[config.mk]
export PLATFORM = sky130hd
export DESIGN_NAME = pipelined_adder
export DESIGN_NICKNAME = d
export VERILOG_FILES = /design/src/rtl/pipelined_adder.sv
export SDC_FILE = /design/constraint.sdc
export NUM_CORES = 1
export LEC_CHECK = 0
export BUFFER_PORTS_ARGS = -buffer_cell sky130_fd_sc_hd__buf_4
export CAP_MARGIN = 20
export CORE_MARGIN = 3
export CORE_UTILIZATION = 55
export DETAILED_ROUTE_END_ITERATION = 10
export GPL_TIMING_DRIVEN = 1
export HOLD_SLACK_MARGIN = 0.06
export PLACE_DENSITY_LB_ADDON = 0.1
export SLEW_MARGIN = 0
export SYNTH_ARGS = -nofsm -noshare
export SYNTH_HDL_FRONTEND = slang
export SYNTH_SLANG_ARGS = --single-unit
[constraint.sdc]
create_clock -name clk -period 2.75 [get_ports clk]
set_input_delay 0.4125 -clock clk [delete_from_list [all_inputs] [get_ports clk]]
set_output_delay 0.4125 -clock clk [all_outputs]
set_load 0.1 [all_outputs]
[src/rtl/pipelined_adder.sv]
// Pipelined WIDTH-bit adder/subtractor: the carry chain is cut into SEG
// segments with one register stage per segment. A single global advance
// moves the whole pipeline, so bubbles travel through it unchanged.
module pipelined_adder #(
  parameter int unsigned WIDTH = 16,
  parameter int unsigned SEG   = 4
) (
  input  logic             clk,
  input  logic             rst_n,
  input  logic             in_valid,
  output logic             in_ready,
  input  logic [WIDTH-1:0] a,
  input  logic [WIDTH-1:0] b,
  input  logic             cin,
  input  logic             sub,
  output logic             out_valid,
  input  logic             out_ready,
  output logic [WIDTH-1:0] sum,
  output logic             cout,
  output logic             ovf
);

  localparam int unsigned SW = WIDTH / SEG;

  logic             adv;
  logic [WIDTH-1:0] b_eff;
  logic             cin0;

  // Whole pipeline moves when the output register is empty or being drained
  assign adv      = !out_valid | out_ready;
  assign in_ready = adv;

  // Subtraction is a + ~b + 1; the external carry-in is ignored then
  assign b_eff = sub ? ~b : b;
  assign cin0  = sub | cin;

  // Stage k adds segment k; its inputs hold only the not-yet-added upper
  // operand bits plus the lower sum bits already produced.
  for (genvar k = 0; k < SEG; k++) begin : stg
    localparam int unsigned RW = WIDTH - k * SW;
    localparam int unsigned LW = k * SW;

    logic [RW-1:0]    a_in;
    logic [RW-1:0]    b_in;
    logic             c_in;
    logic             v_in;
    logic [SW:0]      seg;
    logic [LW+SW-1:0] s_out;

    if (k == 0) begin : g_first
      assign a_in  = a;
      assign b_in  = b_eff;
      assign c_in  = cin0;
      assign v_in  = in_valid;
      assign s_out = seg[SW-1:0];
    end else begin : g_mid
      logic [RW-1:0] a_r;
      logic [RW-1:0] b_r;
      logic [LW-1:0] s_r;
      logic          c_r;
      logic          v_r;

      // Stage valid bit: cleared by reset, shifts only on advance
      always_ff @(posedge clk or negedge rst_n) begin
        if (!rst_n) begin
          v_r <= 1'b0;
        end else if (adv) begin
          v_r <= stg[k-1].v_in;
        end
      end

      // Stage data: remaining operands, segment carry and partial sum
      always_ff @(posedge clk) begin
        if (adv) begin
          a_r <= stg[k-1].a_in[RW+SW-1:SW];
          b_r <= stg[k-1].b_in[RW+SW-1:SW];
          s_r <= stg[k-1].s_out;
          c_r <= stg[k-1].seg[SW];
        end
      end

      assign a_in  = a_r;
      assign b_in  = b_r;
      assign c_in  = c_r;
      assign v_in  = v_r;
      assign s_out = {seg[SW-1:0], s_r};
    end

    // Segment adder with carry out in the top bit
    assign seg = {1'b0, a_in[SW-1:0]} + {1'b0, b_in[SW-1:0]} + (SW+1)'(c_in);
  end

  logic msb_cin;
  logic ovf_nxt;

  // Carry into the MSB recovered from the MSB sum bit and its operand bits
  assign msb_cin = stg[SEG-1].a_in[SW-1] ^ stg[SEG-1].b_in[SW-1] ^ stg[SEG-1].seg[SW-1];
  assign ovf_nxt = stg[SEG-1].seg[SW] ^ msb_cin;

  // Output register bank: result, flags and valid
  always_ff @(posedge clk or negedge rst_n) begin
    if (!rst_n) begin
      out_valid <= 1'b0;
      sum       <= '0;
      cout      <= 1'b0;
      ovf       <= 1'b0;
    end else if (adv) begin
      out_valid <= stg[SEG-1].v_in;
      sum       <= stg[SEG-1].s_out;
      cout      <= stg[SEG-1].seg[SW];
      ovf       <= ovf_nxt;
    end
  end

endmodule
==> summary.md <==
| Metric | Value |
|---|---|
| Hold Path Depth | `1` |
| Critical Path RT | `around 2.9 ns` |
| Reg2reg start | `stg[3].a_in[0]` |
| Clock Tree Buf Depth | `2` |
| Ant diodes | `0` |
| CP Max Fanout | `17` |
| Slowest stage delay, CP | `0.43 ns` |
| Endpoints failing setup | `0` |
| Reg2reg setup slack | `0.78 ns` |
| Hold path start | `a[13]` |
| FMAX | `488 MHz` |
| Placement-stage cell area | `4310 µm²` |
| Crit path max-delay family | `adder cells` |
| Yosys reg bits | `97` |
| Post-route antenna net violation count | `0` |
| Number of CTS-inserted buffers | `9` |
| Vias | `1666` |
| Layout Skew | `between 0.01 and 0.015 ns` |
| CTS tree | `yes` |
| Clock sinks | `97` |
| Post-route DRC violation count | `0` |
| CORE AREA | `approximately 6500 µm²` |
| Top-Level Pins | `58` |
| Fraction of registers with async set/reset | `0.227` |
| Vias in the first global route | `1695` |
| Syn-to-layout area delta | `19.5%` |
| Post-route cell area | `4540 µm²` |
| Post-Route WL | `between 4000 and 5000 µm` |
| Distinct cell type count after synthesis | `21` |
| I/O Buffers | `57` |
| Reg2reg end | `ovf` |
| Reg2Reg Depth | `6` |
| Final worst-path cycle share | `0.746` |
| Worst skew pair latency | `between 0.3 and 0.4 ns` |
| Post-synth EDFFs | `75` |
| # fillers | `437` |
| DIE AREA | `7930 µm²` |
| First-pass GRT wire length | `7560 µm` |
| Arr. time, crit path | `approximately 2.2 ns` |
| Die H | `89.1 µm` |
| Routability cong. | `0.690` |
| Mean Syn Cell Area | `19.4 µm²` |
| Min Tclk post-route | `2.05 ns` |
| Overflow after GRT | `0` |
| Drt pass-1 iters | `4` |
| Detailed-route wire length per cell | `13.0 µm` |
| Hold Slack | `around 0.24 ns` |
| Initial Util | `0.581` |
| Initial antenna violation count | `0` |
| Cells after synthesis | `196` |
| Slowest CP cell | `fa_1` |
| Final Hold Fails | `0` |
| Place WS | `0.352 ns` |
| Largest net degree at the start of global routing | `45` |
| DP HPWL | `3150 µm` |
| Crit. End Element | `flop` |
| TNS Setup | `0 ns` |
| Bufs and invs on worst path | `1` |
| # H-tree levels | `3` |
| Post-CTS setup buffers | `0` |
| GRT Util Overall | `0.131` |
| Max-cap violations | `0` |
| Hold Path Class | `primary input to flop` |
| Seq/Total Area, Yosys | `0.739` |
| 1st-iter DRT viols | `43` |
| Row count | `29` |
| Layout Nets | `320` |
| Crit path cell chain | `buf_4, or2_2, fa_1, fa_1, a21o_1, a21o_1` |
| Final Max Slew Viols | `0` |
| Via-to-Cell Ratio | `4.84` |
| Worst Tran Pin Value | `0.392 ns` |
| RSZ-0062 raised after global routing | `false` |
| Mapped Area | `around 3800 µm²` |
| Reg clk slew, reported paths | `0.09 ns` |
| Post-Syn Nets | `254` |
| Hold worst-path end | `stg[1].a_in[9]` |
| Layout cells sized above 1 | `0.360` |
| Synth Flop Type | `edfxtp_1` |
| Overall die width | `89.1 µm` |
| CTS root buffer | `clkbuf_8` |
| Final WS setup | `0.700 ns` |
| Max_slew headroom | `0.739` |
| Critical path launch point type | `primary input` |
| Critical path class | `primary input to flop` |
| Yosys warns | `0` |
| Status | `completed` |
[worst max path at each step]
stage                         startpoint          end  slack [ns]  cells past startpoint
final                                sub  stg[1].c_in        0.70                      6
after detailed placement             sub  stg[1].c_in        0.35                      6
after global placement               sub  stg[1].c_in        0.40                      6
after global routing      stg[3].a_in[0]          ovf        0.67                      6
after floorplan                      sub  stg[1].c_in        0.40                      7
after CTS                            sub  stg[1].c_in        0.73                      6
[flip-flops by register name (all words and copies together) (netlist names)]
register	cells
stg.b_in	24
stg.g_mid.s_r	24
stg.g_mid.v_r	3
sum	16
stg.a_in	24
out_valid	1
cout	1
stg.c_in	3
ovf	1
[synthesized netlist by cell type, types with 4 or more instances]
library cell | count | share of area
inv_1 | 4 | 0.0040
fa_1 | 8 | 0.042
ha_1 | 12 | 0.040
xor2_1 | 19 | 0.044
a21oi_1 | 7 | 0.0092
a21o_1 | 9 | 0.018
xnor2_1 | 6 | 0.014
mux2_4 | 10 | 0.040
dfrtp_1 | 22 | 0.15
mux2_2 | 7 | 0.021
nor2_1 | 4 | 0.0040
edfxtp_1 | 75 | 0.59
[per-layer routing]
layer / track usage / wire [µm]
met1: 0.159 / 2090
met2: 0.204 / 1990
met3: 0.0498 / 321
met4: 0.0690 / 65
met5: 0 / 0
[what timing repair did]
item / in CTS / in global routing
hold buffers: 1 / 0
resized for setup: 0 / 0
endpoints found under the hold margin: 22 / 0
[logic make-up (layout without fill, tap and decap cells)]
| logic type | Yosys count | count (layout) | share of synthesized area |
|---|---|---|---|
| buffers and inverters | 9 | 80 | 0.0145 |
| multiplexers | 17 | 17 | 0.0603 |
| AO/OA/AOI/OAI | 19 | 19 | 0.0330 |
| adder cells (fa/ha/maj) | 20 | 20 | 0.0818 |
| XOR/XNOR | 25 | 25 | 0.0577 |
| flip-flops | 97 | 97 | 0.739 |
| AND/OR/NAND/NOR | 9 | 9 | 0.0142 |
[placed cells by master, fill, tap and decap left out, drive strengths merged]
cell and count:
dlygate4sd3 1, clkinv 4, nand2b 3, nor2b 1, edfxtp 75, buf 59, nor2 4, inv 4
fa 8, o21ai 1, dfrtp 22, or2 1, xnor2 6, mux2 17, a21o 9, bufinv 2
ha 12, clkbuf 9, a21oi 9, clkinvlp 1, xor2 19
[per-stage QoR]
stage	util	std cells
after floorplan	-	196
after global placement	0.659	327
after detailed placement	0.659	327
after CTS	0.694	344
after global routing	0.694	344
final	0.694	344
[area by class of cell]
| type | instances | area (µm²) | share of cell area |
|---|---|---|---|
| flip-flops and latches | 97 | 2800 | 0.618 |
| multi-input cells | 90 | 937 | 0.207 |
| repair buffers | 60 | 465 | 0.103 |
| clock buffers | 9 | 124 | 0.0273 |
| well taps | 77 | 96.3 | 0.0212 |
| clock inverters | 7 | 95.1 | 0.0210 |
| inverters | 4 | 15.0 | 0.00331 |
Power is left out: the tool's default activity adds up to more than one toggle a clock period on the data nets, which glitch-free logic cannot reach.
